<file path="src/rtl/fetch_pair_buffer.sv">
// rtl/fetch_pair_buffer.sv - compacting 2-in/2-out instruction buffer between IF and dual-decode ID
// Optional feature: define FB_BYPASS_EN to forward a push straight to ID while the buffer is empty.
`ifndef INST_NOP
`define INST_NOP 32'h03400000
`endif

module fetch_pair_buffer #(
  parameter int DEPTH = 8,
  parameter int PTR_W = 3
) (
  input  logic        clk,
  input  logic        rst,
  input  logic        flush,
  input  logic        if_readygo,
  output logic        fb_allowin,
  input  logic [1:0]  if_fb_valid,
  input  logic [31:0] if_fb_pc0,
  input  logic [31:0] if_fb_pc1,
  input  logic [31:0] if_fb_inst0,
  input  logic [31:0] if_fb_inst1,
  input  logic [6:0]  if_fb_excp0,
  input  logic [6:0]  if_fb_excp1,
  output logic        fb_readygo,
  input  logic        id_allowin,
  output logic [1:0]  fb_id_valid,
  output logic [31:0] fb_id_pc0,
  output logic [31:0] fb_id_pc1,
  output logic [31:0] fb_id_inst0,
  output logic [31:0] fb_id_inst1,
  output logic [6:0]  fb_id_excp0,
  output logic [6:0]  fb_id_excp1
);

  // Room for a full two-instruction packet means at most DEPTH-2 entries occupied.
  localparam logic [PTR_W:0] ALLOW_MAX = (PTR_W+1)'(DEPTH - 2);
  localparam logic [PTR_W:0] TWO       = (PTR_W+1)'(2);

  logic [PTR_W-1:0] head_q, head_d;
  logic [PTR_W-1:0] tail_q, tail_d;
  logic [PTR_W:0]   count_q, count_d;

  logic [31:0] pc_q   [DEPTH];
  logic [31:0] pc_d   [DEPTH];
  logic [31:0] inst_q [DEPTH];
  logic [31:0] inst_d [DEPTH];
  logic [6:0]  excp_q [DEPTH];
  logic [6:0]  excp_d [DEPTH];

  logic [1:0]  npush;
  logic [1:0]  c_valid;
  logic [31:0] c_pc0, c_pc1, c_inst0, c_inst1;
  logic [6:0]  c_excp0, c_excp1;

  logic             push_en;
  logic             st_valid0;
  logic             st_valid1;
  logic             st_pop;
  logic [1:0]       npop;
  logic             byp_take;
  logic             wr_en;
  logic [PTR_W-1:0] head_p1;
  logic [PTR_W-1:0] tail_p1;

  // Compact the fetch packet so a lone slot1 instruction moves down into slot0.
  always_comb begin
    npush   = {1'b0, if_fb_valid[0]} + {1'b0, if_fb_valid[1]};
    c_valid = (npush == 2'd2) ? 2'b11 : ((npush == 2'd1) ? 2'b01 : 2'b00);
    c_pc0   = if_fb_valid[0] ? if_fb_pc0   : if_fb_pc1;
    c_inst0 = if_fb_valid[0] ? if_fb_inst0 : if_fb_inst1;
    c_excp0 = if_fb_valid[0] ? if_fb_excp0 : if_fb_excp1;
    c_pc1   = if_fb_pc1;
    c_inst1 = if_fb_inst1;
    c_excp1 = if_fb_excp1;
  end

  assign fb_allowin = (count_q <= ALLOW_MAX);
  assign push_en    = if_readygo && fb_allowin;
  assign st_valid0  = (count_q != '0);
  assign st_valid1  = (count_q >= TWO);
  assign head_p1    = head_q + PTR_W'(1);
  assign tail_p1    = tail_q + PTR_W'(1);
  assign st_pop     = st_valid0 && id_allowin;
  assign npop       = !st_pop ? 2'd0 : (st_valid1 ? 2'd2 : 2'd1);

`ifdef FB_BYPASS_EN
  logic byp_active;
  assign byp_active = push_en && !st_valid0 && (npush != 2'd0);
  assign byp_take   = byp_active && id_allowin;
`else
  assign byp_take   = 1'b0;
`endif

  // A bypassed packet that ID consumes in the same cycle is never stored.
  assign wr_en = push_en && !byp_take;

  // Present the two oldest entries; empty slots show a NOP with zero PC and exception.
  always_comb begin
    fb_id_valid = {st_valid1, st_valid0};
    fb_id_pc0   = st_valid0 ? pc_q[head_q]    : 32'h0;
    fb_id_inst0 = st_valid0 ? inst_q[head_q]  : `INST_NOP;
    fb_id_excp0 = st_valid0 ? excp_q[head_q]  : 7'h0;
    fb_id_pc1   = st_valid1 ? pc_q[head_p1]   : 32'h0;
    fb_id_inst1 = st_valid1 ? inst_q[head_p1] : `INST_NOP;
    fb_id_excp1 = st_valid1 ? excp_q[head_p1] : 7'h0;
`ifdef FB_BYPASS_EN
    if (byp_active) begin
      fb_id_valid = c_valid;
      fb_id_pc0   = c_pc0;
      fb_id_inst0 = c_inst0;
      fb_id_excp0 = c_excp0;
      fb_id_pc1   = c_valid[1] ? c_pc1   : 32'h0;
      fb_id_inst1 = c_valid[1] ? c_inst1 : `INST_NOP;
      fb_id_excp1 = c_valid[1] ? c_excp1 : 7'h0;
    end
`endif
    fb_readygo = fb_id_valid[0];
  end

  // Pointer and occupancy update; flush wins over any push or pop in the same cycle.
  always_comb begin
    head_d  = head_q;
    tail_d  = tail_q;
    count_d = count_q;
    if (flush) begin
      head_d  = '0;
      tail_d  = '0;
      count_d = '0;
    end else begin
      head_d  = head_q + PTR_W'(npop);
      if (wr_en) begin
        tail_d = tail_q + PTR_W'(npush);
      end
      count_d = count_q + (wr_en ? (PTR_W+1)'(npush) : '0) - (PTR_W+1)'(npop);
    end
  end

  // Payload write: compacted slot0 at tail, slot1 (only for full packets) at tail+1.
  always_comb begin
    pc_d   = pc_q;
    inst_d = inst_q;
    excp_d = excp_q;
    if (wr_en && !flush) begin
      if (npush != 2'd0) begin
        pc_d[tail_q]   = c_pc0;
        inst_d[tail_q] = c_inst0;
        excp_d[tail_q] = c_excp0;
      end
      if (npush == 2'd2) begin
        pc_d[tail_p1]   = c_pc1;
        inst_d[tail_p1] = c_inst1;
        excp_d[tail_p1] = c_excp1;
      end
    end
  end

  // Control state registers with synchronous reset.
  always_ff @(posedge clk) begin
    if (rst) begin
      head_q  <= '0;
      tail_q  <= '0;
      count_q <= '0;
    end else begin
      head_q  <= head_d;
      tail_q  <= tail_d;
      count_q <= count_d;
    end
  end

  // Payload storage, intentionally left unreset.
  always_ff @(posedge clk) begin
    pc_q   <= pc_d;
    inst_q <= inst_d;
    excp_q <= excp_d;
  end

endmodule

</file>
<file path="config.mk">
export PLATFORM = sky130hd
export DESIGN_NAME = fetch_pair_buffer
export DESIGN_NICKNAME = d
export VERILOG_FILES = /design/src/rtl/fetch_pair_buffer.sv
export SDC_FILE = /design/constraint.sdc
export NUM_CORES = 2
export LEC_CHECK = 0
export BUFFER_PORTS_ARGS = -buffer_cell sky130_fd_sc_hd__buf_4
export CAP_MARGIN = 20
export CORE_ASPECT_RATIO = 1.75
export CORE_MARGIN = 2
export CORE_UTILIZATION = 35
export CTS_CLUSTER_SIZE = 10
export DETAILED_ROUTE_END_ITERATION = 16
export SETUP_SLACK_MARGIN = 0.3
export SYNTH_ARGS = -nofsm -noshare
export SYNTH_HDL_FRONTEND = slang
export SYNTH_SLANG_ARGS = --single-unit
</file>
<file path="constraint.sdc">
create_clock -name clk -period 183.9 [get_ports clk]
set_input_delay 9.195 -clock clk [delete_from_list [all_inputs] [get_ports clk]]
set_output_delay 9.195 -clock clk [all_outputs]
set_load 0.01 [all_outputs]
</file>
==> metrics <==
status=finished, final reports clean; Startpoint Class=flop; crit path DAT=about 5 ns; share of the yosys chip area belonging to registers=around 42%; # DRC=0; initial core utilization=around a third; Peak supply drop=6.33 uV; Initial DRC Count=1,972; Final #Nets=approximately 2,900; Syn Inst Count=2,537; Fillers=roughly 11,000; vias per cell=6.05; fraction of layout cells with a size suffix above 1=around 59%; CTS tree=built; pin count of the biggest net entering global routing=between 150 and 200; critical path peak fanout=between 40 and 50; Setup Skew=~0.032 ns; Yosys reg bits=~580; Global Route Usage Sum=22.1%; HPWL Detailed=between 70,000 and 80,000 microns; Syn Std Cell Area=between 40,000 and 50,000 sq um; hold buffer count at cts=0; Pwr per Cell Area=about 10 nW/um^2; Post-Route WL=133,000 microns; share of the synthesized area in the top cell type=roughly two fifths; most common cell after layout, fill and taps aside=mux2_2; max-slew violations=0; via count=25,796; I/O pin count=about 300; CTS sink count=between 500 and 600; Core Area=115,000 sq um; Critical Path Max Stage Delay=0.88 ns; Worst Path Buf+Inv=3; first-pass GRT wire length=roughly 190,000 microns; # resized after CTS=0; worst rel slew slack=between 15 and 20%; Layout area overhead=13.1%; die width=roughly 260 microns; Setup Fix Bufs, Post-CTS=0; most area-hungry cell type in the Yosys netlist=edfxtp_1; crit-path cells=ha_4 -> buf_4 -> buf_4 -> mux4_2 -> a22o_1 -> buf_4; Post-synth ARST share=0%; CP top delay family=buffers and inverters; GR Overflow Total=0; Final min period=approximately 14 ns; first-pass iteration count of the detailed router=5; Max Cap Viol=0; vias in the first global route=27,539; Static Leak=0.0151 uW; Syn Nets=about 2,700; Most Frequent Cell on Critical Path=buf_4; setup TNS=0 ns; Max Clock Freq=0.0707 GHz; num rows=165; initial antenna violation count=11; placed insts=~4,200; slowest stage cell, crit path=buf_4; die height=between 400 and 500 microns; I/O Buffers=about 290; commonest non-fill, non-tap cells in the layout=mux2_2 (893), edfxtp_1 (568), buf_4 (348); die footprint=approximately 120,000 sq um; routability cong.=a little under 0.8; CTS Root Buffer Type=clkbuf_16; H-tree depth=3; worst endpoint required time=174.71 ns; class of the worst hold path=flop to flop; yosys warns=0; Final Cycle Share=between 7 and 8%; Primary FF master, synth=edfxtp_1; ranking of synthesized cells by area=edfxtp_1 (42%), mux2_2 (25%), mux4_2 (16%); Reg clk slew, reported paths=around 0.06 ns; Post-synth EDFFs=~570; drt wl/cell=about 31 microns; endpoint class of the critical path=output pin; Clock Path Buffers=3; mean post-synth cell area=16.0 sq um; CTS Buf Count=69; Non-Filler Instances=roughly 4,300; Hold Violations, Final=0; Netlist cell types=47; Worst Max-Slew Pin Slew=between 1 and 1.5 ns; worst-skew pair later-pin latency=0.66 ns; final setup fails=0; crit path kind=flop to output pin; RSZ-0062 raised after global routing=false; Detail Route Antenna Nets=0
-- power by group --
group | internal [uW] | total, uW | switching (uW)
Sequential | 168 | 180 | 12.2
Combinational | 77.7 | 158 | 80.0
Clock | 68.3 | 126 | 57.5
-- synthesized netlist by cell type, types with 3 or more instances --
cell        n
buf_2     111
inv_1      16
buf_1       7
nor4b_4     3
a22o_1    136
mux2_1    314
edfxtp_1  568
clkbuf_1   62
xnor2_1     3
and2_1      5
nand3_1     5
mux4_2    284
o22a_1      6
ha_1       13
nand4_1     4
nand2_1     7
nor2_1      6
buf_6      44
dfxtp_1    10
mux2_2    893
a21oi_1     3
fa_1        4
-- cells by family (layout without fill, tap and decap cells) --
family / after synthesis / in the layout / share of synthesized area (%)
AOI/OAI and AO/OA: 154 / 154 / 3.26
xor gates and xnor gates: 6 / 6 / 0.166
adders and majority gates: 17 / 17 / 0.597
buffers and inverters: 243 / 462 / 3.42
DFF: 578 / 578 / 42.5
muxes: 1493 / 1493 / 49.2
other: 0 / 5 / 0
and+or+nand+nor: 46 / 46 / 0.835
-- routing by layer --
layer | global-route usage [%] | part of all wire [%]
met1 | 27.4 | 39
met2 | 38.3 | 51
met3 | 3.40 | 6.3
met4 | 8.87 | 3.7
met5 | 0 | 0.043
-- through the flow --
step | hold slack (ns) | utilization (%) | instance area [sq um] | worst slack (ns) | total power [uW]
floorplan | 0.579 | - | 40600 | 117.19 | 292
global placement | 0.664 | 38.1 | 44000 | 170.30 | 336
detailed placement | 0.691 | 38.1 | 44000 | 170.28 | 341
CTS | 0.703 | 39.8 | 45900 | 169.56 | 468
global route | 0.728 | 39.8 | 45900 | 169.33 | 483
finish | 0.710 | 39.8 | 45900 | 169.75 | 463
-- state kept, by name (all words and copies together), names as in the netlist --
register / cells
pc_q: 256
inst_q: 256
excp_q: 56
tail_q: 3
count_q: 4
head_q: 3
-- path summary, 6_finish.rpt --
kind                               from                    end  slack [ns]  depth (start not counted)
setup reg to reg  count_q[3]$_SDFF_PP0_   inst_q[36]$_DFFE_PP_      179.34                          7
hold / removal    inst_q[230]$_DFFE_PP_  inst_q[230]$_DFFE_PP_        0.71                          2
hold reg to reg   inst_q[230]$_DFFE_PP_  inst_q[230]$_DFFE_PP_        0.71                          2
setup / recovery   head_q[0]$_SDFF_PP0_          fb_id_pc1[24]      169.75                          6
-- tightest hold or removal path: cells and delay by family (launching register included) --
kind	cells	cell delay (ns)
flip-flops	1	0.36
multiplexers	2	0.24
-- layout make-up --
type                    count  area [sq um]  share of cell area, %
multi-input cells        1716         22100                   48.2
flip-flops and latches    578         17300                   37.6
repair buffers            351          2690                   5.85
well taps                1503          1880                   4.09
clock buffers              84          1780                   3.88
clock inverters            11           126                  0.275
inverters                  16          60.1                  0.131
diodes                      5          12.5                 0.0272
Note: power is estimated with default switching activity, not from simulation.
